===== src/rtl/writeback_stage_if.sv =====
// MEM/WB boundary bundle: memory-stage instruction in, register-file write port out.
// Latency: none (wires only); the stage behind the slave modport adds one cycle.
// Backpressure: none; one instruction per cycle is always accepted.
interface writeback_stage_if #(
  parameter int DATA_WIDTH    = 32,
  parameter int NUM_REGISTERS = 32,
  parameter int CNT_WIDTH     = 64
);
  localparam int RW = $clog2(NUM_REGISTERS);

  // Memory-stage side
  logic                  mem_valid;
  logic                  mem_flush;
  logic                  mem_reg_write;
  logic                  mem_is_load;
  logic [2:0]            mem_funct3;
  logic [RW-1:0]         mem_rd;
  logic [DATA_WIDTH-1:0] mem_result;
  logic [DATA_WIDTH-1:0] mem_load_data;

  // Register-file write port and retirement status
  logic                  write;
  logic [RW-1:0]         reg_wr;
  logic [DATA_WIDTH-1:0] data_in;
  logic                  misalign_err;
  logic [CNT_WIDTH-1:0]  instret;

  // Upstream pipeline / environment view
  modport master (
    output mem_valid, mem_flush, mem_reg_write, mem_is_load, mem_funct3,
           mem_rd, mem_result, mem_load_data,
    input  write, reg_wr, data_in, misalign_err, instret
  );

  // Writeback stage view
  modport slave (
    input  mem_valid, mem_flush, mem_reg_write, mem_is_load, mem_funct3,
           mem_rd, mem_result, mem_load_data,
    output write, reg_wr, data_in, misalign_err, instret
  );
endinterface


===== src/rtl/writeback_stage.sv =====
// MEM/WB stage: load alignment/extension, fault and x0 write suppression, retire counter.
// Latency: 1 cycle, all outputs registered.
// Backpressure: none; accepts one instruction every cycle indefinitely.
module writeback_stage #(
  parameter int DATA_WIDTH    = 32,
  parameter int NUM_REGISTERS = 32,
  parameter int CNT_WIDTH     = 64
) (
  input  logic               clk,
  input  logic               rst,
  writeback_stage_if.slave   wb
);
  localparam int RW = $clog2(NUM_REGISTERS);

  localparam logic [2:0] F3_LB  = 3'b000;
  localparam logic [2:0] F3_LH  = 3'b001;
  localparam logic [2:0] F3_LW  = 3'b010;
  localparam logic [2:0] F3_LBU = 3'b100;
  localparam logic [2:0] F3_LHU = 3'b101;

  logic                  take;
  logic [1:0]            off;
  logic [4:0]            shamt;
  logic [7:0]            byte_v;
  logic [15:0]           half_v;
  logic                  fault;
  logic [DATA_WIDTH-1:0] wdata;

  logic                  write_q;
  logic [RW-1:0]         reg_wr_q;
  logic [DATA_WIDTH-1:0] data_in_q;
  logic                  misalign_q;
  logic [CNT_WIDTH-1:0]  instret_q;

  // Decode the slot: lane selection, load extension and fault detection
  always_comb begin
    take   = wb.mem_valid & ~wb.mem_flush;
    off    = wb.mem_result[1:0];
    shamt  = {off, 3'b000};
    // Lanes are little-endian, so shifting right by 8*off brings the addressed byte/half to bit 0
    byte_v = 8'(wb.mem_load_data >> shamt);
    half_v = 16'(wb.mem_load_data >> shamt);
    fault  = 1'b0;
    wdata  = wb.mem_result;
    if (wb.mem_is_load) begin
      case (wb.mem_funct3)
        F3_LB:  wdata = DATA_WIDTH'($signed(byte_v));
        F3_LBU: wdata = DATA_WIDTH'(byte_v);
        F3_LH: begin
          fault = off[0];
          wdata = DATA_WIDTH'($signed(half_v));
        end
        F3_LHU: begin
          fault = off[0];
          wdata = DATA_WIDTH'(half_v);
        end
        F3_LW: begin
          fault = (off != 2'b00);
          wdata = DATA_WIDTH'($signed(wb.mem_load_data[31:0]));
        end
        default: fault = 1'b1;
      endcase
    end
  end

  // Register the write port, fault pulse and retirement count; bubbles clear write/fault
  always_ff @(posedge clk or negedge rst) begin
    if (!rst) begin
      write_q    <= 1'b0;
      reg_wr_q   <= '0;
      data_in_q  <= '0;
      misalign_q <= 1'b0;
      instret_q  <= '0;
    end else begin
      // x0 is never written: the register file forwards data_in on address match
      write_q    <= take & wb.mem_reg_write & (wb.mem_rd != '0) & ~fault;
      reg_wr_q   <= wb.mem_rd;
      data_in_q  <= wdata;
      misalign_q <= take & fault;
      if (take & ~fault) begin
        instret_q <= instret_q + CNT_WIDTH'(1);
      end
    end
  end

  assign wb.write        = write_q;
  assign wb.reg_wr       = reg_wr_q;
  assign wb.data_in      = data_in_q;
  assign wb.misalign_err = misalign_q;
  assign wb.instret      = instret_q;
endmodule


===== src/flat_wrapper.sv =====
// flat-port wrapper written by rule: the top's interface ports become plain ports
module writeback_stage_flat 
#(
  parameter int DATA_WIDTH    = 32,
  parameter int NUM_REGISTERS = 32,
  parameter int CNT_WIDTH     = 64
)
  (clk, rst, wb_mem_valid, wb_mem_flush, wb_mem_reg_write, wb_mem_is_load, wb_mem_funct3, wb_mem_rd, wb_mem_result, wb_mem_load_data, wb_write, wb_reg_wr, wb_data_in, wb_misalign_err, wb_instret);
  writeback_stage_if #(.DATA_WIDTH(DATA_WIDTH), .NUM_REGISTERS(NUM_REGISTERS), .CNT_WIDTH(CNT_WIDTH)) wb_i ();
  input  logic clk;
  input  logic rst;
  input wire logic [$bits(wb_i.mem_valid)-1:0] wb_mem_valid;
  input wire logic [$bits(wb_i.mem_flush)-1:0] wb_mem_flush;
  input wire logic [$bits(wb_i.mem_reg_write)-1:0] wb_mem_reg_write;
  input wire logic [$bits(wb_i.mem_is_load)-1:0] wb_mem_is_load;
  input wire logic [$bits(wb_i.mem_funct3)-1:0] wb_mem_funct3;
  input wire logic [$bits(wb_i.mem_rd)-1:0] wb_mem_rd;
  input wire logic [$bits(wb_i.mem_result)-1:0] wb_mem_result;
  input wire logic [$bits(wb_i.mem_load_data)-1:0] wb_mem_load_data;
  output wire logic [$bits(wb_i.write)-1:0] wb_write;
  output wire logic [$bits(wb_i.reg_wr)-1:0] wb_reg_wr;
  output wire logic [$bits(wb_i.data_in)-1:0] wb_data_in;
  output wire logic [$bits(wb_i.misalign_err)-1:0] wb_misalign_err;
  output wire logic [$bits(wb_i.instret)-1:0] wb_instret;
  assign wb_i.mem_valid = wb_mem_valid;
  assign wb_i.mem_flush = wb_mem_flush;
  assign wb_i.mem_reg_write = wb_mem_reg_write;
  assign wb_i.mem_is_load = wb_mem_is_load;
  assign wb_i.mem_funct3 = wb_mem_funct3;
  assign wb_i.mem_rd = wb_mem_rd;
  assign wb_i.mem_result = wb_mem_result;
  assign wb_i.mem_load_data = wb_mem_load_data;
  assign wb_write = wb_i.write;
  assign wb_reg_wr = wb_i.reg_wr;
  assign wb_data_in = wb_i.data_in;
  assign wb_misalign_err = wb_i.misalign_err;
  assign wb_instret = wb_i.instret;
  writeback_stage #(.DATA_WIDTH(DATA_WIDTH), .NUM_REGISTERS(NUM_REGISTERS), .CNT_WIDTH(CNT_WIDTH)) u_core (.clk(clk), .rst(rst), .wb(wb_i));
endmodule

===== config.mk =====
export PLATFORM = sky130hd
export DESIGN_NAME = writeback_stage_flat
export DESIGN_NICKNAME = d
export VERILOG_FILES = /design/src/rtl/writeback_stage_if.sv /design/src/rtl/writeback_stage.sv /design/src/flat_wrapper.sv
export SDC_FILE = /design/constraint.sdc
export NUM_CORES = 1
export LEC_CHECK = 0
export CORE_ASPECT_RATIO = 1.4
export CORE_MARGIN = 10
export CORE_UTILIZATION = 40
export DETAILED_ROUTE_END_ITERATION = 12
export HOLD_SLACK_MARGIN = 0.1
export PLACE_DENSITY = 0.81
export SYNTH_ARGS = -nofsm -noshare
export SYNTH_HDL_FRONTEND = slang
export SYNTH_SLANG_ARGS = --single-unit
export TNS_END_PERCENT = 30

===== constraint.sdc =====
create_clock -name clk -period 2.55 [get_ports clk]
set_input_delay 0.51 -clock clk [delete_from_list [all_inputs] [get_ports clk]]
set_output_delay 0.51 -clock clk [all_outputs]
set_load 0.03 [all_outputs]

== Word level (Yosys, flattened, before mapping) ==
Cells that the tools add are included.
Widths: inputs -> output; s select.
Word-level totals
  register bits after elaboration: 103
  input port bits: 78
  output and inout port bits: 103
  word-level logic and storage cells: 28
Operators by class
  add/subtract/negate cells: 1
  eq/ne operators: 4
  shift operators: 1
  muxes and demuxes: 4
  bitwise gates (word level): 8
  reductions and logical operators: 5
Operators by type and width (count)
  $pmux 32 s5: 1
  $add 64x1->64 const B: 1
  $mux 32: 1
  $shr 32x5->16: 1
  $and 1x1->1: 6
  $eq 3x3->1 const B: 2
  $reduce_bool 5->1: 1
  $reduce_or 2->1: 2
  $eq 3x1->1 const B: 1
  $eq 3x2->1 const B: 1
  $logic_not 3->1: 1
  $pmux 1 s3: 1
  $not 1->1: 2
  $reduce_bool 2->1: 1
  $mux 1: 1

== Depth between registers and ports, before layout ==
Gate-level depths: netlist (run 1).
  depth after elaboration: 6
  gate-level depth with buffers: 7
  mapped depth without buffers: 6

== Worst setup path before layout (run 1) ==
OpenSTA, ideal clock, no wires.
  kind: input port to flip-flop
  from: input port wb_mem_funct3[0]
  to: register u_core.instret_q[53] (netlist: u_core.wb.instret[53])
  library setup time: 0.080 ns
  arrival time: 2.082 ns
  data required time: 2.470 ns
  setup slack: 0.387 ns
  stages on the path: 6
  path buffers: 1
  path through: o41a_1 a211oi_4 nand4_1 buf_6 nor4_4 xor2_1
On the way
  word-level cells in the longest chain between the ends: 6
  elaborated cells on any way between the ends: 11
  those cells by class: 4 x eq/ne; 2 x mux; 2 x bitwise; 3 x reduce/logical
RTL lines
  from (decl): line flat_wrapper.sv:16  | input wire logic [$bits(wb_i.mem_funct3)-1:0] wb_mem_funct3;
  $eq 3x1->1, or another cell as far along: line writeback_stage.sv:46  | case (wb.mem_funct3)
  $reduce_or 2->1 (no line)
  $pmux 1 s3 *: line writeback_stage.sv:46
  $mux 1 *: line writeback_stage.sv:45  | if (wb.mem_is_load) begin
  $not 1->1 *: line writeback_stage.sv:80  | if (take & ~fault) begin
  $and 1x1->1 *: line writeback_stage.sv:80
  to (signal assigned): line writeback_stage.sv:81  | instret_q <= instret_q + CNT_WIDTH'(1);
  to (decl): line writeback_stage.sv:33  | logic [CNT_WIDTH-1:0] instret_q;
Every way passes the cells marked *; elsewhere a longest branch is shown, timed or not.
A chain may end at the register's enable or synchronous reset.

== Worst setup path after layout (run 1) ==
  from: input port wb_mem_funct3[0]
  to: register u_core.instret_q[52] (netlist: u_core.wb.instret[52])
Same word-level chain as after synthesis.

==> results of run 1 <==
-- layer usage --
layer | share of wire, % | track usage [%] | up-vias
met5 | 0 | 0 | -
met4 | 2.2 | 6.206 | 0
met3 | 12 | 9.062 | 25
met2 | 51 | 31.77 | 214
met1 | 35 | 18.77 | 2236
li1 | - | - | 2141
-- cell families after synthesis --
family / count (synthesis) / share of synthesized area [%]
AO/OA/AOI/OAI: 77 / 9.731
XOR/XNOR: 63 / 10.98
adder cells (fa/ha/maj): 1 / 0.2488
buffers and inverters: 39 / 3.136
flip-flops: 103 / 51.27
multiplexers: 7 / 1.916
AND/OR/NAND/NOR: 211 / 22.72
-- power by group --
group | leakage (nW) | internal, mW | switching [mW]
Sequential | 1.30 | 1.73 | 0.0738
Combinational | 1.78 | 0.380 | 0.463
Clock | 0.145 | 0.776 | 0.667
Total | 3.22 | 2.88 | 1.20
-- registers in the layout, indices dropped and copies added, names as in the netlist --
register and flops:
u_core.wb.instret 64, u_core.wb.data_in 32, u_core.wb.reg_wr 5, u_core.wb.misalign_err 1, u_core.wb.write 1
-- layout make-up --
cell class | instances | area [um2]
clock buffers | 9 | 225.2
flip-flops and latches | 103 | 2577
repair buffers | 210 | 2049
multi-input cells | 359 | 2297
fillers | 967 | 4833
well taps | 150 | 187.7
inverters | 16 | 60.06
clock inverters | 7 | 81.33
-- path summary, 6_finish.rpt --
| kind | to | cells past startpoint | slack, ps |
|---|---|---|---|
| max reg2reg | u_core.wb.instret[60] | 5 | 380 |
| min in group clk | u_core.wb.instret[63] | 1 | 480 |
| max in group asynchronous | u_core.wb.instret[21] | 2 | 1650 |
| min | u_core.wb.instret[55] | 1 | 130 |
| max | u_core.wb.instret[52] | 7 | 100 |
| min reg2reg | u_core.wb.instret[63] | 1 | 480 |
-- through the flow --
step | power, mW | setup WS (ps) | hold WS (ps) | setup TNS, ps | utilization [%]
2_1_floorplan | 2.197 | 387.0 | 214.4 | 0 | -
3_3_place_gp | 2.659 | -123.5 | 458.9 | -700.3 | 58.25
3_5_place_dp | 2.680 | -175.5 | 473.2 | -2448 | 58.25
4_1_cts | 4.124 | 131.6 | 137.6 | 0 | 60.74
5_1_grt | 4.255 | 32.59 | 162.8 | 0 | 60.74
6_report | 4.086 | 103.2 | 128.7 | 0 | 60.74
-- cells in the mapped netlist (2+ instances only) --
library cell,instances,area [um2]
mux4_2,2,45.04
o22ai_1,7,43.79
inv_1,15,56.30
nor3_2,6,60.06
nand3_1,21,105.1
buf_1,3,11.26
a22o_1,5,43.79
nor2_1,48,180.2
a21o_1,3,22.52
nor4_1,9,56.30
a22oi_1,11,82.58
nand2_1,59,221.5
buf_2,3,15.01
nor4_2,8,100.1
clkbuf_1,16,60.06
mux2i_1,4,40.04
nand2b_1,2,12.51
nor3_1,11,55.05
or3_1,2,12.51
and4_1,4,35.03
and3_1,7,43.79
nor2b_1,3,18.77
nor4_4,2,42.54
dfrtp_1,103,2577
a21oi_1,32,160.2
xnor2_1,29,254.0
nand4_1,19,118.9
nand3b_1,3,22.52
xor2_1,34,297.8
o21ai_0,11,55.05
-- critical path: cells and delay by family --
family | cells | cell delay, ps
AOI/OAI and AO/OA | 2 | 860
xor gates and xnor gates | 1 | 180
buffers and inverters | 2 | 630
and+or+nand+nor | 2 | 530
==> out/metrics.yaml, run 1 <==
placement:
  io_buffers: 180
  dp_hpwl_um: 13090
  gp_congestion: 0.8935
  dp_cells: 838
  postPlaceCellArea_mm2: 0.007172
drt:
  routed_via_density: 5.405
  vias: 4616
  drt-initial-drc-count: 162
  avgRoutedWirePerCell_um: 19.32
  wirelength_um: 16500
  drc: 0
  dr.pass1.iters: 5
  ant_nets: 0
die:
  start_util_pct: 40.83
  io_pins: 181
  die_h_um: 152.6
  die_area_mm2: 0.01752
  rows: 48
  die_x_um: 114.8
  fp.coreArea_mm2: 0.01231
sta:
  finalClockSkew_ps: 12.05
  timing.slew.headroom_pct: 58.73
  timing.final.crit_share_pct: 95.95
  tightest_slew_ps: 614.3
  rsz0062_at_grt: "no"
  min_period_ps: 2447
  slew_violations: 0
  finalHoldViolations: 0
  timing.fmax_mhz: 408.7
  finalSetupViolCount: 0
final_layout:
  layout_commonest_cell: "clkdlybuf4s50_1"
  drive_above_1_share_pct: 10.23
  final_cells: 854
  antenna_cells: 0
  synthToLayoutAreaGrowth_pct: 48.76
  final_net_count: 778
  layout_common_cells: "clkdlybuf4s50_1, dfrtp_1, nand2_1"
  final_cell_area_mm2: 0.007478
yosys:
  yosysUniqueCellTypes: 49
  avgSynthCellArea_um2: 10.03
  synth_flop_cell: "dfrtp_1"
  ys_warn_count: 0
  ys_seq_elements: 103
  syn_area_mm2: 0.005027
  syn_nets: 580
  synth-edff-count: 0
  syn_inst: 501
  seq_area_frac_synth_pct: 51.27
  async_flop_share_pct: 100.0
global_routing:
  grt_overflow_total: 0
  grt_use_total_pct: 18.45
  grt_pass1_vias: 4960
  grt_antenna_before_repair: 0
  grt_pass1_wl_um: 26140
  grt_max_degree: 39
setup_path:
  max_stage_delay_ps: 540
  crit_fanout: 6
  crit-reg2reg-launch: "u_core.wb.instret[39]"
  crit_type: "in -> reg"
  startpoint_type: "input port"
  crit_chain: "clkdlybuf4s50_1 -> o41a_1 -> a211oi_2 -> nand4_2 -> buf_4 -> nor4_1 -> xor2_1"
  cp.required_ps: 2820
  cp.arrival_ps: 2720
  crit_slowest_cell: "o41a_1"
  end_kind: "register"
  cp-startpoint: "wb_mem_funct3[0]"
cts:
  htreeDepth: 3
  post_cts_buffers: 0
  clock_latency_ps: 350
  root_buffer: "clkbuf_16"
  cts_tree: "built"
  cts_buffers: 9
  cts_max_path_buffers: 2
  clk_pin_slew_ps: 80
  cts_hold_buf: 0
  cts_sinks: 103
  ctsResizeCount: 0
pwr:
  worst_ir_drop_vdd_mv: 0.3042
  power.density_mw_per_mm2: 546.3
  p_leak_nw: 3.220
min_path:
  hp-class: "in -> async"
flow_run:
  max_cap_viol_count: 0
status:
  status: "finished, final reports clean"
No activity file was read; power rests on OpenSTA's default activity.
==> inputs of run 2 (changes only) <==
--- a/config.mk
+++ b/config.mk
@@ -5,12 +5,14 @@
 export SDC_FILE = /design/constraint.sdc
 export NUM_CORES = 1
 export LEC_CHECK = 0
+export ABC_AREA = 1
 export CORE_ASPECT_RATIO = 1.4
 export CORE_MARGIN = 10
 export CORE_UTILIZATION = 40
 export DETAILED_ROUTE_END_ITERATION = 12
+export DONT_BUFFER_PORTS = 1
 export HOLD_SLACK_MARGIN = 0.1
-export PLACE_DENSITY = 0.81
+export PLACE_DENSITY = 0.62
 export SYNTH_ARGS = -nofsm -noshare
 export SYNTH_HDL_FRONTEND = slang
 export SYNTH_SLANG_ARGS = --single-unit
==> run 2 against run 1 <==
Compared with the run above:
- the run now ends with hold timing left
- non-clock buffer count down 199
- total power down 1.6%
- die area up 17%
- utilization down 17 points
- first-iteration DRC count up 120%
- setup slack better by 370 ps
- critical path type is now reg -> reg
- largest cell class is now multi-input gates
==> out/metrics.yaml, run 2 <==
status:
  status: "complete, but fails checks"
  violations: "hold timing"
flow_run:
  max_cap_viol_count: 0  # unchanged
drt:
  wirelength_um: 19330  # +17%
  drc: 0  # unchanged
  routed_via_density: 5.183  # -4.1%
  ant_nets: 0  # unchanged
  dr.pass1.iters: 5  # unchanged
  vias: 5421  # +17%
  avgRoutedWirePerCell_um: 18.48  # -4.4%
  drt-initial-drc-count: 350  # +120%
setup_path:
  reg2reg_to: "u_core.wb.instret[54]"
  cp.arrival_ps: 2310  # -410 ps
  crit_chain: "nand3_1 -> inv_1 -> nand3_2 -> nor2_1 -> nand3_1 -> nor2_4 -> nand2_1 -> nand2_1 -> nand2_1"
  path_buf_inv: 1  # -1
  rrSetupSlack_ps: 480  # +100 ps
  startpoint_type: "register"
  crit_type: "reg -> reg"
  crit-reg2reg-launch: "u_core.wb.instret[2]"
  crit_fanout: 5  # -1
  path_common_cell: "nand2_1"
  cp.depth: 9  # +2
  end_kind: "register"
  reg2regPathDepth: 9  # +4
  cp.required_ps: 2790  # -30 ps
  max_stage_delay_ps: 610  # +70 ps
  crit_slowest_cell: "dfrtp_1"
  critical_path.top_delay_family: "simple AND/OR/NAND/NOR gates"
sta:
  tightest_slew_ps: 594.9  # -19.37 ps
  min_period_ps: 2073  # -373.6 ps
  setup_tns_ps: 0  # unchanged
  rsz0062_at_grt: "no"
  finalHoldViolations: 103  # +103
  slew_violations: 0  # unchanged
  finalClockSkew_ps: 10.78  # -1.265 ps
  finalSetupViolCount: 0  # unchanged
  whs_ps: -153.3  # -282.0 ps
  timing.slew.headroom_pct: 60.07  # +1.3 points
  timing.final.crit_share_pct: 81.30  # -15 points
  timing.fmax_mhz: 482.4  # +18%
  layout_setup_ws_ps: 476.9  # +373.6 ps
yosys:
  synthMostInstantiatedCell: "nand2_1"
  synthTopCellsByCount: "nand2_1, nor2_1, dfrtp_1"
  synth-edff-count: 0  # unchanged
  synth-simple-area-share_pct: 35.33  # +13 points
  synth_fa_ha_area_share_pct: 0.2077  # -0.041 points
  yosysUniqueCellTypes: 38  # -22%
  muxShareOfSynthArea_pct: 0  # -1.9 points
  synth_area_leaders: "dfrtp_1, nand2_1, nor2_1"
  ys_warn_count: 0  # unchanged
  syn_inst: 842  # +68%
  seq_area_frac_synth_pct: 42.78  # -8.5 points
  synth_top_family_by_area: "simple AND/OR/NAND/NOR gates"
  synth_flop_cell: "dfrtp_1"
  ys_seq_elements: 103  # unchanged
  synth-compound-area-share_pct: 8.847  # -0.88 points
  synth_top_area_share_pct: 42.78  # -8.5 points
  post-synth-top-area-cell: "dfrtp_1"
  syn_nets: 921  # +59%
  async_flop_share_pct: 100.0  # unchanged
  avgSynthCellArea_um2: 7.155  # -29%
  syn_area_mm2: 0.006025  # +20%
  synth_xor_area_share_pct: 6.106  # -4.9 points
global_routing:
  grt_pass1_vias: 5516  # +11%
  grt_use_total_pct: 18.77  # +0.33 points
  grt_max_degree: 104  # +170%
  grt_antenna_before_repair: 0  # unchanged
  grt_overflow_total: 0  # unchanged
  grt_pass1_wl_um: 29730  # +14%
final_layout:
  nFillCells: 1550  # +60%
  final_net_count: 928  # +19%
  antenna_cells: 0  # unchanged
  largest_reg_flops: 64  # unchanged
  layout_commonest_cell: "nand2_1"
  synthToLayoutAreaGrowth_pct: 9.283
  layout_common_cells: "nand2_1, nor2_1, dfrtp_1"
  drive_above_1_share_pct: 6.557  # -3.7 points
cts:
  cts_buffers: 9  # unchanged
  root_buffer: "clkbuf_16"
  htreeDepth: 3  # unchanged
  cts_tree: "built"
  clk_pin_slew_ps: 80  # about the same
  cts_max_path_buffers: 2  # unchanged
  clock_latency_ps: 350  # about the same
  ctsResizeCount: 0  # unchanged
  post_cts_buffers: 0  # unchanged
  cts_sinks: 103  # unchanged
die:
  die_x_um: 123.7  # +7.8%
  start_util_pct: 40.38  # -0.46 points
  die_area_mm2: 0.02044  # +17%
  fp.coreArea_mm2: 0.01492  # +21%
  die_h_um: 165.2  # +8.2%
  io_pins: 181  # unchanged
  rows: 53  # +10%
pwr:
  total_power_mw: 4.020  # -1.6%
  p_leak_nw: 2.983  # -7.4%
  power.density_mw_per_mm2: 610.6  # +12%
  worst_ir_drop_vdd_mv: 0.4321  # +42%
placement:
  dp_hpwl_um: 15250  # +17%
  gp_congestion: 0.8898  # -0.41%
  io_buffers: 0  # -100%
  dp_slack_ps: 503.1  # +678.5 ps
min_path:
  hp-class: "in -> async"
## run 2: through the flow
stage | cells | hold WS (ps) | util [%] | area (um2)
3_3_place_gp | 1030 | 220.2 | 42.02 | 6270
3_5_place_dp | 1030 | 219.6 | 42.02 | 6270
5_1_grt | 1046 | -165.1 | 44.13 | 6584
4_1_cts | 1046 | -156.6 | 44.13 | 6584
6_report | 1046 | -153.3 | 44.13 | 6584
2_1_floorplan | 842 | 214.4 | - | 6025
## run 2: worst register-to-register path, delay by kind of cell, from the launching register on
kind          cells  cell delay (ps)
simple gates      8             1180
flops             1              610
buf+inv           1              180
## run 2: layout make-up
| class | count | area [um2] | area share, % |
|---|---|---|---|
| Multi-Input combinational cell | 640 | 3042 | 46.20 |
| Sequential cell | 103 | 2577 | 39.15 |
| Inverter | 84 | 315.3 | 4.789 |
| Tap cell | 192 | 240.2 | 3.649 |
| Clock buffer | 10 | 239.0 | 3.630 |
| Timing Repair Buffer | 11 | 95.09 | 1.444 |
| Clock inverter | 6 | 75.07 | 1.140 |
## run 2: worst max path at each step
stage	from	to	slack (ps)
after floorplan	u_core.wb.instret[1]	u_core.wb.instret[36]	740
after global placement	u_core.wb.instret[3]	u_core.wb.instret[47]	540
after detailed placement	u_core.wb.instret[3]	u_core.wb.instret[47]	500
after CTS	u_core.wb.instret[3]	u_core.wb.instret[47]	480
after global routing	u_core.wb.instret[8]	u_core.wb.instret[35]	300
final	u_core.wb.instret[2]	u_core.wb.instret[54]	480
## run 2: power by group
part	total, mW	internal, mW	leakage (nW)	switching [mW]
sequential	2.08	1.75	1.28	0.334
combinational	0.447	0.149	1.55	0.298
clock	1.49	0.806	0.152	0.684
total	4.02	2.70	2.98	1.32
## run 2: kinds of logic after synthesis
group,Yosys count
DFF,103
buffers and inverters,99
xor gates and xnor gates,42
and+or+nand+nor,507
adders and majority gates,1
AOI/OAI and AO/OA,90
## run 2: routing by layer
layer	part of all wire, %	GRT usage [%]	vias to the layer above	wire [um]
met5	0	0	-	0
met1	34	18.59	2529	6557
li1	-	-	2658	-
met2	53	33.92	202	10240
met3	10	8.030	32	2029
met4	2.6	6.529	0	505
